File: config.mk
export PLATFORM = sky130hd
export DESIGN_NAME = arch_map_table
export DESIGN_NICKNAME = d
export VERILOG_FILES = /design/src/rtl/arch_map_table_pkg.sv /design/src/rtl/arch_map_restore_walker.sv /design/src/rtl/arch_map_table.sv
export SDC_FILE = /design/constraint.sdc
export NUM_CORES = 1
export LEC_CHECK = 0
export CORE_AREA = 5 5 182 184
export DETAILED_ROUTE_END_ITERATION = 7
export DIE_AREA = 0 0 187 189
export DONT_BUFFER_PORTS = 1
export PLACE_DENSITY = 0.58
export SYNTH_ARGS = -nofsm -noshare
export SYNTH_HDL_FRONTEND = slang
export SYNTH_SLANG_ARGS = --single-unit
export TNS_END_PERCENT = 20
File: constraint.sdc
create_clock -name clock -period 4.7 [get_ports clock]
set_input_delay 0.705 -clock clock [delete_from_list [all_inputs] [get_ports clock]]
set_output_delay 0.705 -clock clock [all_outputs]
set_load 0.01 [all_outputs]
File: src/rtl/arch_map_table_pkg.sv
// Shared types and constants for the architectural map table and its restore walker.
package arch_map_table_pkg;

  localparam int AM_NUM_ARCH = 32;
  localparam int AM_NUM_PR   = 64;
  localparam int AM_ARCH_W   = $clog2(AM_NUM_ARCH);
  localparam int AM_PR_W     = $clog2(AM_NUM_PR);
  localparam int AM_ZERO_REG = 31;
  localparam int AM_ZERO_PR  = 31;

  typedef struct packed {
    logic [AM_ARCH_W-1:0] dest;
    logic [AM_PR_W-1:0]   T;
  } ARCH_MAP_RETIRE_IN_t;

  typedef struct packed {
    logic               valid;
    logic [AM_PR_W-1:0] Told;
  } ARCH_MAP_FL_OUT_t;

  // 'reg' is a keyword, so the logical index field is lreg.
  typedef struct packed {
    logic                 valid;
    logic [AM_ARCH_W-1:0] lreg;
    logic [AM_PR_W-1:0]   pr;
    logic                 done;
  } ARCH_MAP_RESTORE_OUT_t;

  typedef enum logic [1:0] {
    RST_IDLE = 2'd0,
    RST_WALK = 2'd1,
    RST_DONE = 2'd2
  } arch_map_restore_state_e;

endpackage

File: src/rtl/arch_map_restore_walker.sv
// Restore FSM: replays the committed map one entry per cycle, or in one shot
// when ARCH_MAP_BULK_RESTORE_EN is defined. All restore outputs are registered.
module arch_map_restore_walker
  import arch_map_table_pkg::*;
#(
  parameter int NUM_ARCH = AM_NUM_ARCH,
  parameter int NUM_PR   = AM_NUM_PR
) (
  input  logic                                  clock,
  input  logic                                  reset,
  input  logic                                  restore_req_i,
  input  logic [NUM_ARCH*$clog2(NUM_PR)-1:0]    table_d_i,
  output logic                                  retire_ready_o,
  output logic                                  restore_valid_o,
  output logic [$clog2(NUM_ARCH)-1:0]           restore_reg_o,
  output logic [$clog2(NUM_PR)-1:0]             restore_pr_o,
  output logic                                  restore_done_o
`ifdef ARCH_MAP_BULK_RESTORE_EN
  ,
  output logic [NUM_ARCH*$clog2(NUM_PR)-1:0]    restore_map_o
`endif
);

  localparam int ARCH_W = $clog2(NUM_ARCH);
  localparam int PR_W   = $clog2(NUM_PR);
  localparam logic [ARCH_W-1:0] LAST_IDX = ARCH_W'(NUM_ARCH - 1);

  arch_map_restore_state_e state_q, state_d;
  logic [ARCH_W-1:0]       idx_q, idx_d;
  ARCH_MAP_RESTORE_OUT_t   out_q, out_d;

  always_ff @(posedge clock or negedge reset) begin
    if (!reset) begin
      state_q <= RST_IDLE;
      idx_q   <= '0;
      out_q   <= '0;
    end else begin
      state_q <= state_d;
      idx_q   <= idx_d;
      out_q   <= out_d;
    end
  end

  always_comb begin
    state_d = state_q;
    idx_d   = idx_q;
    case (state_q)
      RST_IDLE: begin
        if (restore_req_i) begin
`ifdef ARCH_MAP_BULK_RESTORE_EN
          state_d = RST_DONE;
`else
          state_d = RST_WALK;
          idx_d   = '0;
`endif
        end
      end
      RST_WALK: begin
        if (idx_q == LAST_IDX) state_d = RST_DONE;
        else                   idx_d   = idx_q + 1'b1;
      end
      RST_DONE: state_d = RST_IDLE;
      default:  state_d = RST_IDLE;
    endcase
  end

  // Outputs are computed from next state so the registered copies line up with the FSM.
  always_comb begin
    out_d = '0;
    case (state_d)
      RST_WALK: begin
        out_d.valid = 1'b1;
        out_d.lreg  = idx_d;
        out_d.pr    = table_d_i[int'(idx_d)*PR_W +: PR_W];
      end
      RST_DONE: begin
        out_d.done = 1'b1;
`ifdef ARCH_MAP_BULK_RESTORE_EN
        out_d.valid = 1'b1;
`endif
      end
      default: out_d = '0;
    endcase
  end

`ifdef ARCH_MAP_BULK_RESTORE_EN
  logic [NUM_ARCH*PR_W-1:0] map_q;

  always_ff @(posedge clock or negedge reset) begin
    if (!reset) begin
      map_q <= '0;
    end else if (state_q == RST_IDLE && restore_req_i) begin
      map_q <= table_d_i;
    end
  end

  assign restore_map_o = map_q;
`endif

  assign retire_ready_o  = (state_q == RST_IDLE);
  assign restore_valid_o = out_q.valid;
  assign restore_reg_o   = out_q.lreg;
  assign restore_pr_o    = out_q.pr;
  assign restore_done_o  = out_q.done;

endmodule

File: src/rtl/arch_map_table.sv
// Committed logical->physical map: records retiring tags, releases Told one cycle later,
// and replays the map on recovery (ARCH_MAP_BULK_RESTORE_EN selects one-shot restore).
module arch_map_table
  import arch_map_table_pkg::*;
#(
  parameter int NUM_ARCH = AM_NUM_ARCH,
  parameter int NUM_PR   = AM_NUM_PR,
  parameter int ZERO_REG = AM_ZERO_REG,
  parameter int ZERO_PR  = AM_ZERO_PR
) (
  input  logic                                clock,
  input  logic                                reset,
  input  logic                                retire_en,
  output logic                                retire_ready,
  input  logic [$clog2(NUM_ARCH)-1:0]         retire_dest,
  input  logic [$clog2(NUM_PR)-1:0]           retire_T,
  output logic                                release_valid,
  output logic [$clog2(NUM_PR)-1:0]           release_Told,
  input  logic                                restore_req,
  output logic                                restore_valid,
  output logic [$clog2(NUM_ARCH)-1:0]         restore_reg,
  output logic [$clog2(NUM_PR)-1:0]           restore_pr,
  output logic                                restore_done
`ifdef ARCH_MAP_BULK_RESTORE_EN
  ,
  output logic [NUM_ARCH*$clog2(NUM_PR)-1:0]  restore_map
`endif
);

  localparam int ARCH_W = $clog2(NUM_ARCH);
  localparam int PR_W   = $clog2(NUM_PR);

  ARCH_MAP_RETIRE_IN_t               ret;
  ARCH_MAP_FL_OUT_t                  rel_q;
  logic [NUM_ARCH-1:0][PR_W-1:0]     table_q, table_d;
  logic                              fire, commit;

  assign ret    = '{dest: retire_dest, T: retire_T};
  assign fire   = retire_en && retire_ready;
  // Entries never hold ZERO_PR except ZERO_REG, so a released Told can never be ZERO_PR.
  assign commit = fire && (ret.dest != ARCH_W'(ZERO_REG)) && (ret.T != PR_W'(ZERO_PR));

  always_comb begin
    table_d = table_q;
    if (commit) table_d[ret.dest] = ret.T;
  end

  always_ff @(posedge clock or negedge reset) begin
    if (!reset) begin
      for (int i = 0; i < NUM_ARCH; i++) table_q[i] <= PR_W'(i);
    end else begin
      table_q <= table_d;
    end
  end

  always_ff @(posedge clock or negedge reset) begin
    if (!reset) begin
      rel_q <= '0;
    end else begin
      rel_q.valid <= commit;
      if (commit) rel_q.Told <= table_q[ret.dest];
    end
  end

  assign release_valid = rel_q.valid;
  assign release_Told  = rel_q.Told;

  // The walker sees next-state table so a same-cycle retire is visible to the replay.
  arch_map_restore_walker #(
    .NUM_ARCH (NUM_ARCH),
    .NUM_PR   (NUM_PR)
  ) u_walker (
    .clock           (clock),
    .reset           (reset),
    .restore_req_i   (restore_req),
    .table_d_i       (table_d),
    .retire_ready_o  (retire_ready),
    .restore_valid_o (restore_valid),
    .restore_reg_o   (restore_reg),
    .restore_pr_o    (restore_pr),
    .restore_done_o  (restore_done)
`ifdef ARCH_MAP_BULK_RESTORE_EN
    ,
    .restore_map_o   (restore_map)
`endif
  );

endmodule

==> impl_metrics.ini <==
[status]
status = complete, no violations

[timing]
setup_viol = 0
setup_slack_ps = 1010
layout_min_cycle_time_ps = 3690
slew-limit-headroom_pct = 39.6
hold_viol_final = 0
fin_worst_skew_ps = 27.5
slew_viol_final = 0
tns_ps = 0
rsz0062_at_grt = false
clock.fmax_mhz = 271
min_period_over_period_pct = 78.6
tightest_slew_ps = 880

[layout]
final_common_cell = mux2_2
final_area_um2 = 13300
n_fill_cell = 2935
area_growth_pct = 8.79
diodes = 0
drive_gt1_share_pct = 40.2
stdcell_count = 1396
layout_common_cells = mux2_2 (161), dfrtp_1 (139), dfstp_2 (80), nand2_1 (70), nor2_1 (62)
nets = 991

[grt]
grt-busiest-layer = met2
grt_max_degree = 140
antenna_found_initial = 1
grtUsageMet2_pct = 33.8
grt_pass1_vias = 8804
grt_pass1_wl_mm = 59.0
grtUsageMet1_pct = 30.5
grt-ovfl-total = 0
grtUsageMet3_pct = 5.92
track_usage_pct = 21.8

[drt]
first_pass_iters = 5
finalWirelength_mm = 39.4
ant_nets = 0
drc = 0
drt_iter0_markers = 945
wl_per_cell_um = 28.2
drt-vias-per-instance = 6.35
route.vias.total = 8869

[place]
post-place-ws_ps = 1120
dp.cells = 1349
port_buffers = 0
place_area_um2 = 12500
dp_hpwl_mm = 25.1
gp_congestion = 0.844

[pwr]
p_leak_uw = 0.00568
irDropWorstVdd_uv = 337
powerDensity_nw_per_um2 = 609

[synthesis]
synth_fp_nets = 1035
syn_avg_cell_area_um2 = 12.0
netlist_area_um2 = 12300
ys_async_sr_fraction_pct = 100
synth_top_area_cell = dfrtp_1
yosysTopAreaCellShare_pct = 28.4
synth_cell_types = 88
synth_warnings = 0
yosys_most_used_dff = dfrtp_1
syn-instance-count = 1019
synthTopCellsByArea = dfrtp_1 (28%), dfstp_2 (17%), mux2_2 (15%)
synth_seq_cells = 219
synth_edf_count = 0
ys_seq_area_share_pct = 45.5

[clock_tree]
clk_pin_slew_worst_paths_ps = 70
htreeDepth = 1
cts_tree = done
cts_sinks = 219
clk_path_buf_depth = 3
insertion_delay_ps = 560
root_buffer = clkbuf_16
cts_buffers = 25

[worst_setup_path]
crit_type = reg -> reg
r2r-end = u_walker.restore_pr_o[1]$_DFF_PN0_
critPathArrivalTime_ps = 4190
r2r_start = u_walker.idx_q[0]$_DFF_PN0_
cp-start-kind = flop
r2r_cells = 11
critPathMaxFanout = 19
ff2ff_setup_slack_ps = 1010
critPathCaptureType = flop
required_ps = 5190

[die]
dieWidth_um = 187
ioPinCount = 36
core_um2 = 31200
die_area_um2 = 35300
rows = 65
initial_core_util_pct = 39.2
die_h_um = 189

[hold_path]
hold_class = in -> async

[flow_run]
drv_cap = 0
==> cell type report <==
cell class	count	area, um2	area share (%)
clock buffers	41	776	5.82
flip-flops and latches	219	5580	41.9
clock inverters	5	65.1	0.488
inverters	23	88.8	0.666
well taps	402	503	3.77
multi-input cells	689	6170	46.3
repair buffers	17	148	1.11
==> cell usage after synthesis (all sizes together), types with 6 or more instances <==
master,number
mux2,161
dfrtp,139
dfstp,80
nand2,71
nor2,64
o21ai,51
mux4,48
clkbuf,47
buf,41
mux2i,31
a21oi,26
o211ai,24
inv,22
nand3,15
o2111ai,13
o221a,13
a22oi,12
nor3,12
o22ai,12
nand2b,11
o221ai,10
a22o,7
and2,7
nand4,7
a221oi,6
o21a,6
==> stage by stage <==
stage / hold slack, ps / power, uW / util, %
floorplan: 409 / 4900 / -
global placement: 365 / 6000 / 39.9
detailed placement: 365 / 6030 / 39.9
CTS: 5.35 / 8070 / 42.7
global route: 7.12 / 8450 / 42.7
finish: 18.8 / 8120 / 42.7
==> worst max-delay path, stage by stage (launching register included) <==
cell,delay (ps)
dfrtp_1,470
ha_1,310
nand4_1,190
nand3_1,190
inv_1,110
a21oi_4,500
inv_2,340
nand2_2,510
o221ai_1,220
a31o_2,250
o211ai_1,280
a32o_1,260
==> kinds of logic (layout without fill, tap and decap cells) <==
family,after synthesis,in the layout,share of synthesized area (%)
muxes,240,240,26.2
AOI/OAI and AO/OA,224,224,14.4
adders and majority gates,1,1,0.102
buffers and inverters,111,86,4.17
DFF,219,219,45.5
xor gates and xnor gates,1,1,0.0715
and+or+nand+nor,223,223,9.57
==> report_power, final <==
part | leakage, uW | switching (uW) | internal, uW | total (uW)
Combinational | 0.00256 | 2220 | 1290 | 3510
Clock | 0.000417 | 824 | 1180 | 2010
Sequential | 0.00270 | 280 | 2320 | 2600
==> metal layers <==
metal  up-vias  part of all wire [%]
met4         2                   3.1
met5         -                 0.030
met3        79                   9.1
met2       403                    45
met1      4608                    42
li1       3777                     -
==> worst max path at each step <==
stage	start	cells after the start	endpoint
final	u_walker.idx_q[0]$_DFF_PN0_	11	u_walker.restore_pr_o[1]$_DFF_PN0_
after global routing	u_walker.idx_q[0]$_DFF_PN0_	11	u_walker.restore_pr_o[5]$_DFF_PN0_
after CTS	u_walker.idx_q[0]$_DFF_PN0_	11	u_walker.restore_pr_o[1]$_DFF_PN0_
after detailed placement	u_walker.idx_q[0]$_DFF_PN0_	11	u_walker.restore_pr_o[1]$_DFF_PN0_
after global placement	retire_T[5]	7	u_walker.restore_pr_o[1]$_DFF_PN0_
after floorplan	retire_T[2]	9	u_walker.restore_pr_o[1]$_DFF_PN0_
==> what timing repair did <==
item                       in CTS  in global routing
hold endpoints to repair      139                  0
setup endpoints to repair       0                  0
gates resized for setup         0                  0
setup buffers                   0                  0
hold buffers                    1                  0
==> state kept, by name, indices dropped and copies added, names as in the netlist <==
register                  cells
release_Told                  6
release_valid                 1
table_q                     192
u_walker.idx_q                5
u_walker.restore_done_o       1
u_walker.restore_pr_o         6
u_walker.restore_reg_o        5
u_walker.restore_valid_o      1
u_walker.state_q              2
Power figures use the tool's default switching activity.
